==> src/rtl/seg_mux_pkg.sv <==
// Shared constants and hex segment table for the seven-segment display mux.
package seg_mux_pkg;

    localparam logic [6:0] SEG_BLANK = 7'h7F;

    // Defaults sized for the 100 MHz board clock: 1 ms per digit, 20 us dead time.
    localparam int DEF_REFRESH_DIV = 100000;
    localparam int DEF_DEAD_CYCLES = 2000;

    // Active-low {g,f,e,d,c,b,a} pattern for a hex nibble.
    function automatic logic [6:0] hex_to_seg(input logic [3:0] nib);
        logic [6:0] s;
        case (nib)
            4'h0: s = 7'h40;
            4'h1: s = 7'h79;
            4'h2: s = 7'h24;
            4'h3: s = 7'h30;
            4'h4: s = 7'h19;
            4'h5: s = 7'h12;
            4'h6: s = 7'h02;
            4'h7: s = 7'h78;
            4'h8: s = 7'h00;
            4'h9: s = 7'h10;
            4'hA: s = 7'h08;
            4'hB: s = 7'h03;
            4'hC: s = 7'h46;
            4'hD: s = 7'h21;
            4'hE: s = 7'h06;
            default: s = 7'h0E;
        endcase
        return s;
    endfunction

endpackage

==> src/rtl/seg_hex_decode.sv <==
// Combinational hex nibble to active-low seven-segment decoder.
module seg_hex_decode
    import seg_mux_pkg::*;
(
    input  logic [3:0] nib,
    output logic [6:0] seg
);

    assign seg = hex_to_seg(nib);

endmodule

==> src/rtl/seg_display_mux.sv <==
// Time-multiplexed seven-segment driver with per-frame input snapshot, dead time
// and PWM brightness. Define SEG_LZ_SUPPRESS_EN to blank leading zero digits.
module seg_display_mux
    import seg_mux_pkg::*;
#(
    parameter int NUM_DIGITS  = 4,
    parameter int REFRESH_DIV = DEF_REFRESH_DIV,
    parameter int DEAD_CYCLES = DEF_DEAD_CYCLES,
    parameter int BRIGHT_W    = 4
) (
    input  logic                      clk,
    input  logic                      reset,
    input  logic [4*NUM_DIGITS-1:0]   data,
    input  logic [NUM_DIGITS-1:0]     dp_in,
    input  logic [NUM_DIGITS-1:0]     blank,
    input  logic [BRIGHT_W-1:0]       brightness,
    output logic [NUM_DIGITS-1:0]     an,
    output logic [6:0]                sseg,
    output logic                      dp
);

    localparam int CNT_W = $clog2(REFRESH_DIV + 1);
    localparam int IDX_W = (NUM_DIGITS > 1) ? $clog2(NUM_DIGITS) : 1;

    localparam logic [CNT_W-1:0] SLOT_LAST = CNT_W'(REFRESH_DIV - 1);
    localparam logic [CNT_W-1:0] DEAD_C    = CNT_W'(DEAD_CYCLES);
    localparam logic [IDX_W-1:0] DIG_LAST  = IDX_W'(NUM_DIGITS - 1);
    localparam logic [63:0]      LIT_SPAN  = 64'(REFRESH_DIV - DEAD_CYCLES);
    localparam logic [CNT_W-1:0] ON_LEN_RST = CNT_W'(LIT_SPAN >> BRIGHT_W);

    logic [CNT_W-1:0]        slot_cnt;
    logic [IDX_W-1:0]        digit_idx;
    logic                    first_snap;
    logic [4*NUM_DIGITS-1:0] data_s;
    logic [NUM_DIGITS-1:0]   dp_s;
    logic [NUM_DIGITS-1:0]   blank_s;
    logic [CNT_W-1:0]        on_len;

    logic                    wrap, snap, lit;
    logic [63:0]             on_prod;
    logic [CNT_W-1:0]        on_len_nx;
    logic [NUM_DIGITS-1:0]   blank_nx;
    logic [NUM_DIGITS-1:0]   an_nx;
    logic [3:0]              nib;
    logic [6:0]              seg_dec;

    assign wrap = (slot_cnt == SLOT_LAST);
    assign snap = first_snap || (wrap && digit_idx == DIG_LAST);

    // Full-width product so large REFRESH_DIV never truncates before the shift.
    assign on_prod   = LIT_SPAN * (64'(brightness) + 64'd1);
    assign on_len_nx = CNT_W'(on_prod >> BRIGHT_W);

    always_comb begin
        blank_nx = blank;
`ifdef SEG_LZ_SUPPRESS_EN
        begin : lz
            logic stop;
            stop = 1'b0;
            for (int i = NUM_DIGITS - 1; i >= 1; i--) begin
                if (!stop) begin
                    if (data[4*i +: 4] == 4'h0 && !dp_in[i]) blank_nx[i] = 1'b1;
                    else                                      stop        = 1'b1;
                end
            end
        end
`endif
    end

    // Subtract instead of adding so DEAD_C + on_len cannot overflow CNT_W.
    assign lit = (slot_cnt >= DEAD_C) && ((slot_cnt - DEAD_C) < on_len) && !blank_s[digit_idx];
    assign nib = data_s[{digit_idx, 2'b00} +: 4];

    seg_hex_decode u_dec (
        .nib (nib),
        .seg (seg_dec)
    );

    always_comb begin
        an_nx = '1;
        if (lit) an_nx[digit_idx] = 1'b0;
    end

    always_ff @(posedge clk or negedge reset) begin
        if (!reset) begin
            slot_cnt   <= '0;
            digit_idx  <= '0;
            first_snap <= 1'b1;
            data_s     <= '0;
            dp_s       <= '0;
            blank_s    <= '1;
            on_len     <= ON_LEN_RST;
            an         <= '1;
            sseg       <= SEG_BLANK;
            dp         <= 1'b1;
        end else begin
            first_snap <= 1'b0;
            if (wrap) begin
                slot_cnt  <= '0;
                digit_idx <= (digit_idx == DIG_LAST) ? '0 : digit_idx + 1'b1;
            end else begin
                slot_cnt  <= slot_cnt + 1'b1;
            end
            if (snap) begin
                data_s  <= data;
                dp_s    <= dp_in;
                blank_s <= blank_nx;
                on_len  <= on_len_nx;
            end
            an   <= an_nx;
            sseg <= lit ? seg_dec : SEG_BLANK;
            dp   <= lit ? ~dp_s[digit_idx] : 1'b1;
        end
    end

endmodule

==> config.mk <==
export PLATFORM = sky130hd
export DESIGN_NAME = seg_display_mux
export DESIGN_NICKNAME = d
export VERILOG_FILES = /design/src/rtl/seg_mux_pkg.sv /design/src/rtl/seg_hex_decode.sv /design/src/rtl/seg_display_mux.sv
export SDC_FILE = /design/constraint.sdc
export NUM_CORES = 1
export LEC_CHECK = 0
export CAP_MARGIN = 20
export CELL_PAD_IN_SITES_DETAIL_PLACEMENT = 1
export CELL_PAD_IN_SITES_GLOBAL_PLACEMENT = 1
export CORE_MARGIN = 4
export CORE_UTILIZATION = 40
export CTS_BUF_LIST = sky130_fd_sc_hd__clkbuf_8 sky130_fd_sc_hd__clkbuf_16
export CTS_CLUSTER_DIAMETER = 30
export CTS_CLUSTER_SIZE = 14
export DETAILED_ROUTE_END_ITERATION = 10
export DONT_BUFFER_PORTS = 1
export GPL_TIMING_DRIVEN = 1
export HOLD_SLACK_MARGIN = 0.12
export PLACE_DENSITY = 0.68
export SLEW_MARGIN = 20
export SYNTH_ARGS = -nofsm -noshare
export SYNTH_HDL_FRONTEND = slang
export SYNTH_HIERARCHICAL = 1
export SYNTH_SLANG_ARGS = --single-unit
==> constraint.sdc <==
create_clock -name clk -period 3.4 [get_ports clk]
set_input_delay 0.51 -clock clk [delete_from_list [all_inputs] [get_ports clk]]
set_output_delay 0.51 -clock clk [all_outputs]
set_load 0.02 [all_outputs]
# ---- Word-level counts from Yosys, hierarchy flattened
# Memories as Yosys holds them, arrays and structs flattened.
# Cells that the tools add are included.
dict set report word_totals {
  reg_bits 73
  romBits 112
  in_bits 30
  out_inout_bits 12
  word_cells 42
  memories 1
}
# name words width rd rd_clocked_by_memory_dff write_ports line_no
set memory_table {}
lappend memory_table {{(no name shown)} 16 7 1 0 0 seg_mux_pkg.sv:13} ;# case (nib)
dict set report op_classes {
  add_sub_neg 4
  mul 1
  n_lt_le_gt_ge 4
  n_eq_ne 2
  n_shift 1
  muxes 11
  n_bitwise 2
  n_reduce_logical 6
}
# cell count
set ops {}
lappend ops {{17-bit by 1-bit adder with 17-bit output, second input constant} 1}
lappend ops {{17-bit equality test, second input constant} 1}
lappend ops {{17-bit by 11-bit greater-or-equal comparator with 1-bit output, second input constant} 1}
lappend ops {{17-bit less-than comparator} 1}
lappend ops {{13-bit by 5-bit multiplier with 17-bit output, first input constant} 1}
lappend ops {{17-bit 2-to-1 mux} 1}
lappend ops {{17-bit by 11-bit subtractor with 17-bit output, second input constant} 1}
lappend ops {{16-bit by 5-bit variable part select with 4-bit output} 1}
lappend ops {{7-bit 2-to-1 mux} 1}
lappend ops {{4-bit by 1-bit adder with 5-bit output, second input constant} 1}
lappend ops {{1-bit binary-select mux with 2-bit select} 2}
lappend ops {{1-bit logical AND} 4}
lappend ops {{1-bit 2-to-1 mux} 4}
lappend ops {{4-bit 2-to-1 mux} 1}
lappend ops {{4-bit inverter} 1}
lappend ops {{2-bit by 3-bit less-than comparator with 1-bit output, second input constant} 1}
lappend ops {{2-bit by 1-bit adder with 2-bit output, second input constant} 1}
lappend ops {{1-bit demux with 2-bit select} 1}
lappend ops {{2-bit equality test, second input constant} 1}
lappend ops {{2-bit by 1-bit greater-or-equal comparator with 1-bit output, second input constant} 1}
lappend ops {{2-bit 2-to-1 mux} 1}
lappend ops {{1-bit logical NOT} 1}
lappend ops {{1-bit logical OR} 1}
lappend ops {{1-bit inverter} 1}

# ---- Logic depth before layout (Yosys ltp)
dict set report depth {
  depth_word 6
  mapped_depth 15
  mapped_depth_nobuf 15
}

# ---- By module
# The synthesis kept the hierarchy.
# module instances cells_each area_each_um2 seq_area_each_um2
set modules_own_cells {}
lappend modules_own_cells {seg_display_mux 1 479 5134.9 1860.5}
lappend modules_own_cells {seg_hex_decode 1 32 275.3 0.0}

# ---- Least setup slack after synthesis
# Ideal clock, no wire load.
dict set report synth_path {
  path_kind {input to register}
  from {in brightness[0]}
  to {reg on_len[12]}
  setup_time_ps 91
  t_arrival_ps 4057
  t_required_ps 3309
  path_slack_ps -747
  cell_stages 13
  path_buffers 0
  path_cell_list {ha_1 > xnor2_1 > inv_1 > fa_1 > inv_1 > fa_1 > fa_1 > inv_1 > ha_1 > a211o_1 > o211a_1 > o21a_1 > o31ai_1}
}
dict set report synth_via {
  elab_chain_len 2
}
# element line_no
set synth_lines {}
lappend synth_lines {{from (decl)} seg_display_mux.sv:16} ;# input logic [BRIGHT_W-1:0] brightness,
lappend synth_lines {{4-bit by 1-bit adder with 5-bit output} seg_display_mux.sv:51} ;# assign on_prod = LIT_SPAN * (64'(brightness) + 64'd1);
lappend synth_lines {{13-bit by 5-bit multiplier with 17-bit output} seg_display_mux.sv:51}
lappend synth_lines {{to (signal assigned)} seg_display_mux.sv:108} ;# on_len <= on_len_nx;
lappend synth_lines {{to (decl)} seg_display_mux.sv:37} ;# logic [CNT_W-1:0] on_len;
# Every way passes these cells.
# A chain may end at the register's enable or synchronous reset.

# ---- Final worst setup path
dict set report layout_path {
  from {in brightness[1]}
  to {reg on_len[12]}
}
# The elaborated chain is that of the path after synthesis.

==> impl_summary.log <==
[metrics] Max-Slew Margin vs Limit: 0.439
[metrics] Syn Inst Count: 511
[metrics] critical path startpoint category: input port
[metrics] Switching Fraction: 0.326
[metrics] max capacitance violation total: 0
[metrics] clock group share of total power: 0.291
[metrics] die height: 124 um
[metrics] dominant cell type by area after synthesis: sky130_fd_sc_hd__dfrtp_1
[metrics] number of flops mapped to enable cells by yosys: 0
[metrics] P&R area growth vs syn: 17.9%
[metrics] clock tree root driver cell: sky130_fd_sc_hd__clkbuf_16
[metrics] I/O pins: 42
[metrics] # rows: 42
[metrics] Yosys warning total: 6
[metrics] accumulated negative setup slack: -202 ps
[metrics] Tot GR Track Use: 0.170
[metrics] buffers from clock root to sink, at most: 2
[metrics] sum of overflow across all layers after global routing: 0
[metrics] total count of max-transition violations in the final report: 0
[metrics] most frequent cell after synthesis: sky130_fd_sc_hd__ha_1
[metrics] Synth area leaders: sky130_fd_sc_hd__dfrtp_1 (21%), sky130_fd_sc_hd__ha_1 (15%), sky130_fd_sc_hd__dfstp_2 (13%), sky130_fd_sc_hd__fa_1 (5.2%), sky130_fd_sc_hd__mux2_4 (4.7%)
[metrics] antenna-violating nets left: 0
[metrics] required time of the critical path: 3640 ps
[metrics] top-area cell type share of the netlist area: 0.213
[metrics] post-route worst setup slack: -91.0 ps
[metrics] Pwr Density: 592 mW/mm^2
[metrics] count of vias placed by the detailed router: 3,795
[metrics] proportion of layout cells with a drive suffix above 1: 0.288
[metrics] TritonCTS Buffers: 9
[metrics] highest ir drop seen on vdd: 0.260 mV
[metrics] power share of the combinational group: 0.421
[metrics] Die Span X: 124 um
[metrics] synthesized area: 0.00541 sq mm
[metrics] flip-flop cell with the highest count after synthesis: sky130_fd_sc_hd__dfrtp_1
[metrics] violations in the final reports: negative setup slack
[metrics] Inserted Diodes: 0
[metrics] most instantiated cells after synthesis: sky130_fd_sc_hd__ha_1 (64), sky130_fd_sc_hd__inv_1 (55), sky130_fd_sc_hd__dfrtp_1 (46), sky130_fd_sc_hd__nor2_1 (34), sky130_fd_sc_hd__dfstp_2 (27)
[metrics] via count of the first global-routing pass: 4,199
[metrics] Sink Count: 73
[metrics] net count after synthesis: 619
[metrics] crit path DAT: 3730 ps
[metrics] Final period util: 1.03
[metrics] gp weighted congestion: 0.856
[metrics] Worst-Skew Late Latency: 340 ps
[metrics] number of remaining DRC errors: 0
[metrics] core area: 0.0132 sq mm
[metrics] internal cell power: 2.54 mW
[metrics] Crit Path Category: in -> reg
[metrics] effective utilization at floorplan: 0.409
[metrics] Async S/R FF share, synth: 1.00
[metrics] highest attainable clock frequency: 0.286 GHz
[metrics] Final Critical Period: 3490 ps
[metrics] WL/cell: 17.5 um
[metrics] DRC violation total after the first TritonRoute iteration: 120
[metrics] worst clock skew: 9.15 ps
[metrics] DRT Pass-1 Iters: 5
[metrics] fraction of the yosys area taken by sequential cells: 0.344
[metrics] largest net degree at the start of global routing: 74
[metrics] number of fill cells in the layout: 1,456
[metrics] number of H-tree levels: 3
[metrics] net count reported at finish: 662
[metrics] dpl hpwl: 10.0 mm
[metrics] Critical Path Sink Type: flop
[metrics] unique cell type count in the Yosys netlist: 60
[metrics] setup repair after global routing missed its margin: yes
[metrics] overall routed net length: 12.8 mm
[metrics] power dissipated by switching net loads: 1.23 mW
[metrics] top fanout value on the critical path: 5
[metrics] final-report setup violation count: 4
[metrics] average vias per placed instance: 5.16
[metrics] total power: 3.78 mW
[metrics] total of flip-flops plus latches after synthesis: 73
[metrics] global-route wire length before repair: 21.5 mm
[metrics] TritonCTS clock tree: yes
[metrics] run status: finished, violations left
[metrics] power share of the sequential group: 0.288
[metrics] area of the die: 0.0155 sq mm
[metrics] clk slew on worst S/H paths: 60 ps
[metrics] Leak Pwr: 3.01 nW
[metrics] PortBufs: 0
[metrics] class of the tightest hold or removal check: in -> reg
[metrics] Hold Vio Cnt, Final: 0
[metrics] initial antenna violation count: 0
[metrics] Least-Margin Pin Slew: 841 ps
[metrics] Avg Inst Size Synth: 10.6 sq um
-- final cells by class --
| class | count | area [sq um] | area share |
|---|---|---|---|
| tap | 176 | 220 | 0.0345 |
| clock buffer | 9 | 225 | 0.0353 |
| multi-input combinational | 361 | 3320 | 0.520 |
| timing repair buffer | 54 | 428 | 0.0671 |
| sequential | 73 | 1860 | 0.292 |
| inverter | 55 | 206 | 0.0324 |
| clock inverter | 7 | 120 | 0.0188 |
-- metrics by stage --
step           cell area [sq um]  utilization  std cells  hold slack (ps)  worst slack (ps)
3_5_place_dp                5900        0.446        713              217              -436
2_1_floorplan               5470            -        511              214              -436
5_1_grt                     6380        0.482        735              261              -230
4_1_cts                     6290        0.475        731              225             -63.9
6_report                    6380        0.482        735              261             -91.0
3_3_place_gp                5900        0.446        713              217              -366
-- layout by cell type (no fill, tap or decap), drive strengths merged, types with 2 or more instances in the layout --
| cell | n |
|---|---|
| clkinv | 2 |
| nor3b | 4 |
| o2111ai | 4 |
| nor2b | 3 |
| mux4 | 7 |
| a2111o | 2 |
| mux2 | 28 |
| clkbuf | 9 |
| nor4 | 2 |
| and3 | 3 |
| a211oi | 4 |
| a21oi | 17 |
| nand3 | 12 |
| nand2 | 25 |
| fa | 14 |
| ha | 64 |
| nand4 | 6 |
| dfrtp | 46 |
| inv | 57 |
| o211ai | 2 |
| or3 | 11 |
| and2 | 2 |
| nor2 | 34 |
| xnor2 | 16 |
| buf | 53 |
| nor4b | 2 |
| xor2 | 22 |
| or3b | 6 |
| bufinv | 3 |
| nand4b | 2 |
| o21ai | 21 |
| dfstp | 27 |
| nor3 | 12 |
| mux2i | 5 |
| a21o | 8 |
| or4 | 3 |
| a22o | 2 |
| o21a | 3 |
-- routing by layer --
layer / up-vias / share of wire / GRT usage
li1: 1853 / - / -
met1: 1884 / 0.45 / 0.221
met2: 45 / 0.51 / 0.295
met3: 13 / 0.019 / 0.0240
met4: 0 / 0.017 / 0.0509
met5: - / 0 / 0
-- power groups by stage --
stage	clock network, mW	registers [mW]	logic (mW)
5_1_grt	1.17	1.10	1.81
3_3_place_gp	0	1.09	1.39
6_report	1.10	1.09	1.59
2_1_floorplan	0	1.08	0.986
3_5_place_dp	0	1.10	1.46
4_1_cts	1.13	1.09	1.50
-- critical path, stage by stage --
cell	delay, ps
sky130_fd_sc_hd__ha_4	150
sky130_fd_sc_hd__and3_4	190
sky130_fd_sc_hd__inv_2	40
sky130_fd_sc_hd__fa_1	580
sky130_fd_sc_hd__inv_2	50
sky130_fd_sc_hd__fa_1	470
sky130_fd_sc_hd__fa_1	530
sky130_fd_sc_hd__inv_2	40
sky130_fd_sc_hd__ha_4	220
sky130_fd_sc_hd__a211o_1	340
sky130_fd_sc_hd__o211a_1	240
sky130_fd_sc_hd__buf_4	130
sky130_fd_sc_hd__nor3_1	130
sky130_fd_sc_hd__o31ai_1	100
-- final timing paths --
kind | from | end | slack, ps | depth (start not counted)
worst min register to register | on_len[7]$_DFFE_PN1P_ | on_len[7]$_DFFE_PN1P_ | 470 | 2
worst min-delay path | brightness[0] | on_len[0]$_DFFE_PN1P_ | 260 | 1
worst max-delay path | brightness[1] | on_len[12]$_DFFE_PN1P_ | -90 | 14
worst max register to register | slot_cnt[14]$_DFF_PN0_ | an[3]$_DFF_PN1_ | 170 | 10
min in group asynchronous | reset | digit_idx[1]$_DFFE_PN0N_ | 740 | 2
max in group asynchronous | reset | on_len[0]$_DFFE_PN1P_ | 2340 | 2
-- cell families (layout without fill, tap and decap cells) --
kind of cell | after synthesis | in the layout | synth area share
AOI/OAI and AO/OA | 73 | 73 | 0.0893
DFF | 73 | 73 | 0.344
other | 1 | 1 | 0.000693
muxes | 40 | 40 | 0.109
adders and majority gates | 78 | 78 | 0.200
xor gates and xnor gates | 38 | 38 | 0.0615
and+or+nand+nor | 131 | 131 | 0.129
buffers and inverters | 77 | 125 | 0.0666
-- repair_timing --
| item | in CTS | in global routing |
|---|---|---|
| setup endpoints to repair | 3 | 13 |
| endpoints found under the hold margin | 73 | 0 |
| pin swaps | 6 | 2 |
| gates resized for setup | 3 | 12 |
| setup buffers | 0 | 4 |
| hold buffers | 2 | 0 |
-- registers in the layout, indices dropped and copies added (netlist names) --
register	cells
dp	1
digit_idx	2
data_s	16
on_len	17
first_snap	1
sseg	7
slot_cnt	17
blank_s	4
an	4
dp_s	4
Note: power is estimated with default switching activity, not from simulation.
